[config.mk]
export PLATFORM = sky130hd
export DESIGN_NAME = axi_ipc_mailbox
export DESIGN_NICKNAME = d
export VERILOG_FILES = /design/src/rtl/axi_ipc_mailbox.sv
export SDC_FILE = /design/constraint.sdc
export NUM_CORES = 1
export LEC_CHECK = 0
export CELL_PAD_IN_SITES_DETAIL_PLACEMENT = 0
export CELL_PAD_IN_SITES_GLOBAL_PLACEMENT = 1
export CORE_UTILIZATION = 60
export CTS_BUF_LIST = sky130_fd_sc_hd__clkbuf_2 sky130_fd_sc_hd__clkbuf_4 sky130_fd_sc_hd__clkbuf_8
export CTS_CLUSTER_SIZE = 28
export DETAILED_ROUTE_END_ITERATION = 16
export PLACE_DENSITY_LB_ADDON = 0.1
export SETUP_SLACK_MARGIN = 0.3
export SLEW_MARGIN = 40
export SYNTH_ARGS = -nofsm -noshare
export SYNTH_HDL_FRONTEND = slang
export SYNTH_SLANG_ARGS = --single-unit
[constraint.sdc]
create_clock -name ACLK -period 4.7 [get_ports ACLK]
set_clock_uncertainty 0.05 [all_clocks]
set_input_delay 1.175 -clock ACLK [delete_from_list [all_inputs] [get_ports ACLK]]
set_output_delay 1.175 -clock ACLK [all_outputs]
set_load 0.01 [all_outputs]
[src/rtl/axi_ipc_mailbox.sv]
// rtl/axi_ipc_mailbox.sv - AXI4-Lite IPC mailbox: word FIFO, status/irq registers, level interrupt
module axi_ipc_mailbox #(
    parameter int DEPTH      = 16,
    parameter int ADDR_WIDTH = 6
) (
    input  logic                  ACLK,
    input  logic                  ARESETn,
    input  logic [ADDR_WIDTH-1:0] s_axi_awaddr,
    input  logic                  s_axi_awvalid,
    output logic                  s_axi_awready,
    input  logic [31:0]           s_axi_wdata,
    input  logic [3:0]            s_axi_wstrb,
    input  logic                  s_axi_wvalid,
    output logic                  s_axi_wready,
    output logic [1:0]            s_axi_bresp,
    output logic                  s_axi_bvalid,
    input  logic                  s_axi_bready,
    input  logic [ADDR_WIDTH-1:0] s_axi_araddr,
    input  logic                  s_axi_arvalid,
    output logic                  s_axi_arready,
    output logic [31:0]           s_axi_rdata,
    output logic [1:0]            s_axi_rresp,
    output logic                  s_axi_rvalid,
    input  logic                  s_axi_rready,
    output logic                  irq
);
    localparam int PW = $clog2(DEPTH);
    localparam int CW = PW + 1;
    localparam logic [CW-1:0] FULL_CNT = CW'(DEPTH);

    localparam logic [2:0] OFF_TXDATA = 3'd0;
    localparam logic [2:0] OFF_RXDATA = 3'd1;
    localparam logic [2:0] OFF_STATUS = 3'd2;
    localparam logic [2:0] OFF_IER    = 3'd3;
    localparam logic [2:0] OFF_ISR    = 3'd4;
    localparam logic [2:0] OFF_THRESH = 3'd5;

    localparam logic [1:0] RESP_OKAY   = 2'b00;
    localparam logic [1:0] RESP_SLVERR = 2'b10;

    typedef enum logic { W_IDLE, W_RESP } w_state_e;
    typedef enum logic { R_IDLE, R_DATA } r_state_e;

    // FIFO storage and control/status registers
    logic [31:0]   mem_q [DEPTH];
    logic [PW-1:0] wr_ptr_q, rd_ptr_q;
    logic [CW-1:0] count_q;
    logic          ovf_q, unf_q;
    logic [2:0]    ier_q;
    logic [7:0]    thresh_q;
    logic          irq_q;

    // Write channel state
    w_state_e      w_state_q;
    logic          awready_q, wready_q, bvalid_q;
    logic [1:0]    bresp_q;
    logic          aw_held_q, w_held_q;
    logic [2:0]    awaddr_q;
    logic [31:0]   wdata_q;
    logic [3:0]    wstrb_q;

    // Read channel state
    r_state_e      r_state_q;
    logic          arready_q, rvalid_q;
    logic [31:0]   rdata_q;
    logic [1:0]    rresp_q;

    // Combinational decode results
    logic          aw_hs, w_hs, ar_hs, wr_fire;
    logic [2:0]    wr_off;
    logic [31:0]   wr_data;
    logic [3:0]    wr_strb;
    logic          push, pop, ovf_set, unf_set, ier_we, thresh_we, err_clr;
    logic [1:0]    bresp_d, rresp_d;
    logic [31:0]   rdata_d;
    logic          fifo_empty, fifo_full, thresh_hit;
    logic [7:0]    count8;
    logic [2:0]    isr_w;
    logic [31:0]   status_w;
    logic          unused_addr;

    assign unused_addr = ^{s_axi_awaddr, s_axi_araddr};

    assign s_axi_awready = awready_q;
    assign s_axi_wready  = wready_q;
    assign s_axi_bvalid  = bvalid_q;
    assign s_axi_bresp   = bresp_q;
    assign s_axi_arready = arready_q;
    assign s_axi_rvalid  = rvalid_q;
    assign s_axi_rdata   = rdata_q;
    assign s_axi_rresp   = rresp_q;
    assign irq           = irq_q;

    // Status levels derived from the registered FIFO state (start-of-cycle view)
    always_comb begin
        fifo_empty = (count_q == '0);
        fifo_full  = (count_q == FULL_CNT);
        count8     = 8'(count_q);
        thresh_hit = (count8 >= thresh_q);
        isr_w      = {ovf_q | unf_q, thresh_hit, !fifo_empty};
        status_w   = {16'd0, count8, 4'd0, unf_q, ovf_q, fifo_full, fifo_empty};
    end

    // Write decode: a write completes once both address and data are available
    always_comb begin
        aw_hs     = s_axi_awvalid && awready_q;
        w_hs      = s_axi_wvalid && wready_q;
        wr_fire   = (w_state_q == W_IDLE) && (aw_held_q || aw_hs) && (w_held_q || w_hs);
        wr_off    = aw_held_q ? awaddr_q : s_axi_awaddr[4:2];
        wr_data   = w_held_q ? wdata_q : s_axi_wdata;
        wr_strb   = w_held_q ? wstrb_q : s_axi_wstrb;
        push      = 1'b0;
        ovf_set   = 1'b0;
        ier_we    = 1'b0;
        thresh_we = 1'b0;
        err_clr   = 1'b0;
        bresp_d   = RESP_OKAY;
        if (wr_fire) begin
            case (wr_off)
                OFF_TXDATA: begin
                    if (wr_strb != 4'hF) begin
                        bresp_d = RESP_SLVERR;
                    end else if (fifo_full) begin
                        ovf_set = 1'b1;
                        bresp_d = RESP_SLVERR;
                    end else begin
                        push = 1'b1;
                    end
                end
                OFF_IER:    ier_we    = wr_strb[0];
                OFF_ISR:    err_clr   = wr_data[2];
                OFF_THRESH: thresh_we = 1'b1;
                default:    ;
            endcase
        end
    end

    // Read decode: executes on the AR handshake, popping RXDATA when non-empty
    always_comb begin
        ar_hs   = s_axi_arvalid && arready_q;
        pop     = 1'b0;
        unf_set = 1'b0;
        rdata_d = 32'd0;
        rresp_d = RESP_OKAY;
        if (ar_hs) begin
            case (s_axi_araddr[4:2])
                OFF_RXDATA: begin
                    if (fifo_empty) begin
                        unf_set = 1'b1;
                        rresp_d = RESP_SLVERR;
                    end else begin
                        pop     = 1'b1;
                        rdata_d = mem_q[rd_ptr_q];
                    end
                end
                OFF_STATUS: rdata_d = status_w;
                OFF_IER:    rdata_d = {29'd0, ier_q};
                OFF_ISR:    rdata_d = {29'd0, isr_w};
                OFF_THRESH: rdata_d = {24'd0, thresh_q};
                default:    rdata_d = 32'd0;
            endcase
        end
    end

    // Write channel FSM: latch AW and W independently, respond once both are in
    always_ff @(posedge ACLK or negedge ARESETn) begin
        if (!ARESETn) begin
            w_state_q <= W_IDLE;
            awready_q <= 1'b0;
            wready_q  <= 1'b0;
            bvalid_q  <= 1'b0;
            bresp_q   <= RESP_OKAY;
            aw_held_q <= 1'b0;
            w_held_q  <= 1'b0;
            awaddr_q  <= '0;
            wdata_q   <= '0;
            wstrb_q   <= '0;
        end else begin
            case (w_state_q)
                W_IDLE: begin
                    if (wr_fire) begin
                        w_state_q <= W_RESP;
                        bvalid_q  <= 1'b1;
                        bresp_q   <= bresp_d;
                        aw_held_q <= 1'b0;
                        w_held_q  <= 1'b0;
                        awready_q <= 1'b0;
                        wready_q  <= 1'b0;
                    end else begin
                        if (aw_hs) begin
                            aw_held_q <= 1'b1;
                            awaddr_q  <= s_axi_awaddr[4:2];
                            awready_q <= 1'b0;
                        end else if (!aw_held_q) begin
                            awready_q <= 1'b1;
                        end
                        if (w_hs) begin
                            w_held_q <= 1'b1;
                            wdata_q  <= s_axi_wdata;
                            wstrb_q  <= s_axi_wstrb;
                            wready_q <= 1'b0;
                        end else if (!w_held_q) begin
                            wready_q <= 1'b1;
                        end
                    end
                end
                W_RESP: begin
                    if (s_axi_bready) begin
                        w_state_q <= W_IDLE;
                        bvalid_q  <= 1'b0;
                        bresp_q   <= RESP_OKAY;
                        awready_q <= 1'b1;
                        wready_q  <= 1'b1;
                    end
                end
            endcase
        end
    end

    // Read channel FSM: capture data on AR handshake and hold it until accepted
    always_ff @(posedge ACLK or negedge ARESETn) begin
        if (!ARESETn) begin
            r_state_q <= R_IDLE;
            arready_q <= 1'b0;
            rvalid_q  <= 1'b0;
            rdata_q   <= 32'd0;
            rresp_q   <= RESP_OKAY;
        end else begin
            case (r_state_q)
                R_IDLE: begin
                    if (ar_hs) begin
                        r_state_q <= R_DATA;
                        arready_q <= 1'b0;
                        rvalid_q  <= 1'b1;
                        rdata_q   <= rdata_d;
                        rresp_q   <= rresp_d;
                    end else begin
                        arready_q <= 1'b1;
                    end
                end
                R_DATA: begin
                    if (s_axi_rready) begin
                        r_state_q <= R_IDLE;
                        rvalid_q  <= 1'b0;
                        arready_q <= 1'b1;
                    end
                end
            endcase
        end
    end

    // FIFO pointers, occupancy, sticky errors, config registers and irq
    always_ff @(posedge ACLK or negedge ARESETn) begin
        if (!ARESETn) begin
            wr_ptr_q <= '0;
            rd_ptr_q <= '0;
            count_q  <= '0;
            ovf_q    <= 1'b0;
            unf_q    <= 1'b0;
            ier_q    <= 3'd0;
            thresh_q <= 8'd1;
            irq_q    <= 1'b0;
        end else begin
            if (push) wr_ptr_q <= wr_ptr_q + PW'(1);
            if (pop)  rd_ptr_q <= rd_ptr_q + PW'(1);
            if (push && !pop)      count_q <= count_q + CW'(1);
            else if (pop && !push) count_q <= count_q - CW'(1);
            if (ovf_set)      ovf_q <= 1'b1;
            else if (err_clr) ovf_q <= 1'b0;
            if (unf_set)      unf_q <= 1'b1;
            else if (err_clr) unf_q <= 1'b0;
            if (ier_we)    ier_q    <= wr_data[2:0];
            if (thresh_we) thresh_q <= wr_data[7:0];
            irq_q <= |(isr_w & ier_q);
        end
    end

    // FIFO storage write port; contents are meaningless after reset
    always_ff @(posedge ACLK) begin
        if (push) mem_q[wr_ptr_q] <= wr_data;
    end

endmodule
==> impl_metrics.tcl, run 1 <==
set metrics [dict create \
    status "finished clean" \
    start_util_pct 61.4 \
    max_stage_delay_ps 480 \
    fp.dieArea_mm2 0.0419 \
    p_clk_share_pct 29.7 \
    portBuffers 88 \
    worst_pin_slew_ps 726 \
    post_cts_buffers 0 \
    cp.required_ps 5190 \
    fin_util_pct 70.8 \
    internal-power_w 0.0111 \
    io_pins 97 \
    dp_hpwl_um 29500 \
    drv_slew 0 \
    rsz0062_at_grt "no" \
    critical-path-top-delay-family "simple AND/OR/NAND/NOR gates" \
    synth.top_cell.area_share_pct 62.3 \
    topRoutingLayerUsed "met4" \
    coreArea_mm2 0.0402 \
    hold_viol 0 \
    grt_pass1_vias 13000 \
    p_leak_nw 9.70 \
    overflow 0 \
    yosysSeqAreaShare_pct 73.4 \
    max_freq_mhz 292 \
    cts_buffer_depth 3 \
    yosysTopAreaCell "edfxtp_1" \
    cts.sinks 621 \
    route.met3.wl_um 3130 \
    nets 1460 \
    timing.hold.ws_ps 430 \
    yosys-top-cells-count "512 x edfxtp_1, 128 x mux4_2, 116 x mux2_2, 108 x dfrtp_1, 35 x nand2_1" \
    drt_iter0_drc 1172 \
    die_h_um 205 \
    seqPwrFrac_pct 47.8 \
    grt_pass1_wl_um 78900 \
    post_drt_wl_per_cell_um 25.9 \
    place_ws_ps 609 \
    synthToLayoutAreaGrowth_pct 15.3 \
    switching_share_pct 27.8 \
    crit_buf_inv 2 \
    die_x_um 205 \
    worstPathArrival_ps 3910 \
    path_max_fanout 4 \
    clk_pin_slew_ps 60 \
    critical_path.startpoint_type "input port" \
    nFillCells 2567 \
    grt_max_degree 88 \
    ys_warn_count 0 \
    tns_ps 0 \
    antenna_found_initial 0 \
    critPathKind "in -> reg" \
    crit_chain "clkdlybuf4s50_1 > nor2b_1 > nand4_1 > a21oi_1 > and3_1 > ha_1 > inv_1 > fa_1 > a21o_1 > a21oi_1 > xnor2_1 > nor2_1 > xnor2_1" \
    cts_resized 0 \
    gp_congestion 0.812 \
    dr_total_vias 12300 \
    holdCritPathClass "reg -> reg" \
    powerDensity_mw_per_mm2 540 \
    timing.max_cap.violations 0 \
    timing.final.crit_share_pct 72.8 \
    clock_latency_ps 660 \
    ys_seq_elements 621 \
    rows 73 \
    async_flop_share_pct 17.6 \
    syn_avg_cell_area_um2 20.1 \
    slowest_stage "clkdlybuf4s50_1" \
    synthFlopType "edfxtp_1" \
    cts_buffers 97 \
    htree_levels 3 \
    vias_per_cell 6.15 \
    cts_tree "yes" \
    wirelength_um 51800 \
    layout_min_cycle_time_ps 3420 \
    wl_met2_um 26100 \
    ir_drop_v 0.000414 \
    drtAntennaViolNets 0 \
    p_comb_share_pct 22.5 \
    worst_slack_ps 1280 \
    slew_headroom_pct 51.6 \
    met1Wirelength_um 21300 \
    synth_edf_count 512 \
    synth_cell_types 57 \
    cp-end-kind "flop" \
    dr.pass1.iters 6 \
    synth_most_common_cell "edfxtp_1" \
    grt_util_all_layers_pct 26.2 \
    synthCells 1225 \
    layout-drive-gt1-share_pct 33.2 \
    p_switching_w 0.00426 \
    syn_area_mm2 0.0247 \
    cts_hold_buf 0 \
    cts-root-buf "clkbuf_8" \
    synth_area_leaders "edfxtp_1 62%, mux4_2 12%, dfrtp_1 11%" \
    drc_errors 0 \
    setup_viol 0 \
    n_antenna_cell 0 \
]
power by group through the flow:
stage	sequential (W)	combinational [W]	clock [W]
floorplan	0.00718	0.00253	0
global placement	0.00750	0.00332	0
detailed placement	0.00752	0.00340	0
CTS	0.00740	0.00341	0.00463
global route	0.00741	0.00374	0.00488
finish	0.00733	0.00346	0.00456
cells in the final DEF (no fill, tap or decap), drive strengths merged, types with 27 or more instances in the layout:
cell	Yosys	layout
mux2i	31	31
buf	43	42
dfrtp	108	108
clkbuf	21	150
mux4	128	128
mux2	119	119
clkinv	0	27
nand2	35	35
clkdlybuf4s50	0	87
edfxtp	512	512
state kept, by name, indices dropped and copies added, names as in the netlist, 3 cells and up:
| signal | cells |
|---|---|
| s_axi_rdata | 32 |
| wr_ptr_q | 4 |
| thresh_q | 8 |
| mem_q | 512 |
| count_q | 5 |
| awaddr_q | 3 |
| wdata_q | 32 |
| wstrb_q | 4 |
| rd_ptr_q | 4 |
| ier_q | 3 |
tightest hold or removal path: cells and delay by family (launching register included):
kind	cells	cell delay (ps)
flip-flops	1	340
AND/OR/NAND/NOR	2	110
metrics by stage:
| step | instances | power (W) | cell area (µm²) |
|---|---|---|---|
| floorplan | 1226 | 0.00971 | 24700 |
| global placement | 1814 | 0.0108 | 26400 |
| detailed placement | 1814 | 0.0109 | 26400 |
| CTS | 1995 | 0.0154 | 28400 |
| global route | 1997 | 0.0160 | 28400 |
| finish | 1997 | 0.0154 | 28400 |
kinds of logic after synthesis:
family	Yosys count	synth area share, %
DFF	621	73.4
xor gates and xnor gates	11	0.390
adders and majority gates	15	0.791
and+or+nand+nor	141	3.06
AOI/OAI and AO/OA	82	2.48
buffers and inverters	76	1.53
other	1	0.0152
muxes	278	18.4
final cells by class:
cell class	count	area [µm²]	share of cell area, %
Clock buffer	150	1790	6.29
Clock inverter	31	199	0.699
Inverter	12	45.0	0.158
Multi-Input combinational cell	529	6220	21.9
Sequential cell	621	18100	63.7
Tap cell	525	657	2.31
Timing Repair Buffer	129	1410	4.96
metal layers:
metal | vias up | track usage, %
li1 | 5349 | -
met1 | 6430 | 35.4
met2 | 417 | 42.9
met3 | 79 | 5.39
met4 | 0 | 8.53
met5 | - | 0
worst paths after layout:
check / from / endpoint / slack (ps) / cells after the start
worst min-delay path: s_axi_bvalid / s_axi_bvalid / 430 / 2
min in group asynchronous: ARESETn / s_axi_bresp[1] / 480 / 1
max in group asynchronous: ARESETn / s_axi_rdata[17] / 3220 / 2
worst max-delay path: s_axi_wstrb[0] / count_q[4] / 1280 / 13
worst max register to register: w_held_q / count_q[4] / 1550 / 11
worst min register to register: s_axi_bvalid / s_axi_bvalid / 430 / 2
Power figures use the tool's default switching activity.
==> run 2, diff against run 1 <==
- CORE_UTILIZATION: 60 -> 50
- clock period: 4.7 -> 3.1 ns (I/O delays scaled with it)
==> run 2 against run 1 <==
Count of clock-buffer cells in the layout decreased by 6. Sequential power increased by 50%. First-iteration DRC count decreased by 20%. Non-clock buffer count increased by 66. Cell count increased by 10%. Critical path type unchanged. Highest routed layer unchanged.
==> impl_metrics.tcl, run 2 (synthesis results as in run 1) <==
set metrics [dict create \
    max_freq_mhz 378 \
    holdCritPathClass "in -> async" \
    r2r_start "count_q[3]" \
    cts_buffers 99 \
    path_max_fanout 4 \
    worstSetupEndpoint "count_q[4]" \
    p_comb_share_pct 24.3 \
    post_drt_wl_per_cell_um 24.9 \
    mostFrequentLayoutCells "512 x edfxtp_1, 128 x mux4_2, 116 x mux2_2" \
    mostFrequentLayoutCell "edfxtp_1" \
    grt_pass1_wl_um 83100 \
    synthToLayoutAreaGrowth_pct 20.0 \
    grt_pass1_vias 13200 \
    clock_latency_ps 690 \
    nFillCells 3610 \
    antenna_found_initial 0 \
    die_h_um 224 \
    htree_levels 3 \
    layout-drive-gt1-share_pct 36.4 \
    dr.pass1.iters 5 \
    io_pins 97 \
    dr_total_vias 12600 \
    drtAntennaViolNets 0 \
    cts.sinks 621 \
    critical_path.startpoint_type "input port" \
    layout_min_cycle_time_ps 2640 \
    hold_viol 0 \
    switching_share_pct 27.9 \
    timing.final.crit_share_pct 85.3 \
    rsz0062_at_grt "no" \
    grt_util_all_layers_pct 22.9 \
    cp.required_ps 3620 \
    top_register "mem_q" \
    cts_tree "yes" \
    worst_pin_slew_ps 657 \
    internal-power_w 0.0173 \
    critPathKind "in -> reg" \
    clk_pin_slew_ps 60 \
    grt_max_degree 62 \
    cts_buffer_depth 3 \
    die_x_um 224 \
    coreArea_mm2 0.0488 \
    status "finished clean" \
    worstPathArrival_ps 3170 \
    seqPwrFrac_pct 45.8 \
    rows 81 \
    setup_viol 0 \
    wirelength_um 54900 \
    tns_ps 0 \
    dp_cells 2017 \
    fp.dieArea_mm2 0.0502 \
    overflow 0 \
    start_util_pct 50.5 \
    fin_util_pct 60.6 \
    drv_slew 0 \
    largest_reg_flops 512 \
    r2r_cells 12 \
    p_leak_nw 10.1 \
    r2r_slack_ps 470 \
    cp-end-kind "flop" \
    cts-root-buf "clkbuf_8" \
    crit_start "s_axi_wstrb[0]" \
    vias_per_cell 5.70 \
    gp_congestion 0.772 \
    n_antenna_cell 0 \
    dp_hpwl_um 34400 \
    slew_headroom_pct 56.2 \
    r2r-end "count_q[4]" \
    p_clk_share_pct 29.9 \
    p_switching_w 0.00669 \
    powerDensity_mw_per_mm2 811 \
    layout.cells.non_filler 2206 \
    drc_errors 0 \
    portBuffers 88 \
    ir_drop_v 0.000463 \
    nets 1528 \
    drt_iter0_drc 937 \
    timing.max_cap.violations 0 \
]
run 2: cell count changes in the layout (fill, tap and decap cells not counted), moves of 5 or more:
cell | before | now
buf_4 | 24 | 60
dfrtp_2 | 1 | 7
buf_12 | 18 | 47
clkbuf_4 | 44 | 36
dfrtp_1 | 103 | 98
clkinv_1 | 9 | 20
run 2: worst min-delay path by stage:
stage / to / depth (start not counted)
2_1_floorplan: wstrb_q[3] / 1
3_3_place_gp: wdata_q[12] / 1
3_5_place_dp: s_axi_bvalid / 2
4_1_cts: w_state_q / 1
5_1_grt: awaddr_q[1] / 1
6_report: awaddr_q[1] / 1
run 2: per-stage QoR:
step	area (µm²)	power (W)	hold slack [ps]	setup WS (ps)
after floorplan	24700	0.0148	400	146
after global placement	27500	0.0169	411	-260
after detailed placement	27500	0.0170	418	-260
after CTS	29600	0.0242	26.5	311
after global routing	29600	0.0251	55.8	318
final	29600	0.0240	55.4	455
run 2: per-layer routing:
metal | wire, µm | up-vias | global-route usage, %
li1 | - | 5480 | -
met1 | 24100 | 6643 | 32.6
met2 | 26800 | 349 | 36.7
met3 | 2900 | 93 | 4.08
met4 | 1100 | 0 | 6.43
met5 | 0 | - | 0
run 2: power groups by stage:
stage / Clock, W / Sequential [W] / Combinational [W]
after global routing: 0.00770 / 0.0111 / 0.00631
after global placement: 0 / 0.0112 / 0.00575
after detailed placement: 0 / 0.0112 / 0.00584
final: 0.00718 / 0.0110 / 0.00582
after floorplan: 0 / 0.0109 / 0.00387
after CTS: 0.00735 / 0.0110 / 0.00586
run 2: final cells by class:
cell class,instances,area [µm²],share of cell area [%]
clock buffer,144,1760,5.93
clock inverter,41,310,1.05
timing repair buffer,195,2270,7.68
multi-input combinational,529,6260,21.2
inverter,12,45.0,0.152
sequential,621,18100,61.2
tap,664,831,2.81
run 2: worst max-delay path, stage by stage:
cell	delay, ps
clkdlybuf4s50_1	460
nor2b_1	160
nand4_1	180
a21oi_2	170
and3_1	250
ha_4	160
inv_2	50
fa_2	330
a21o_1	180
a21oi_2	140
xnor2_1	120
nor2_1	60
xnor2_1	110
run 2: what timing repair did:
| action | 4_1_cts | 5_1_grt |
|---|---|---|
| endpoints found under the setup margin | 0 | 2 |
| setup buffers | 0 | 4 |
| hold buffers | 0 | 0 |
| gates resized for setup | 0 | 6 |
==> run 3, diff against run 2 <==
--- a/constraint.sdc
+++ b/constraint.sdc
@@ -3,3 +3,3 @@
 set_input_delay 0.775 -clock ACLK [delete_from_list [all_inputs] [get_ports ACLK]]
 set_output_delay 0.775 -clock ACLK [all_outputs]
-set_load 0.01 [all_outputs]
+set_load 0.02 [all_outputs]
==> results of run 3 <==
The final DEF is identical to that of run 2. Status: finished clean.
Main changes from that run: total power 0.0240 W -> 0.0241 W; worst IR drop on VDD 0.000463 V -> 0.000488 V
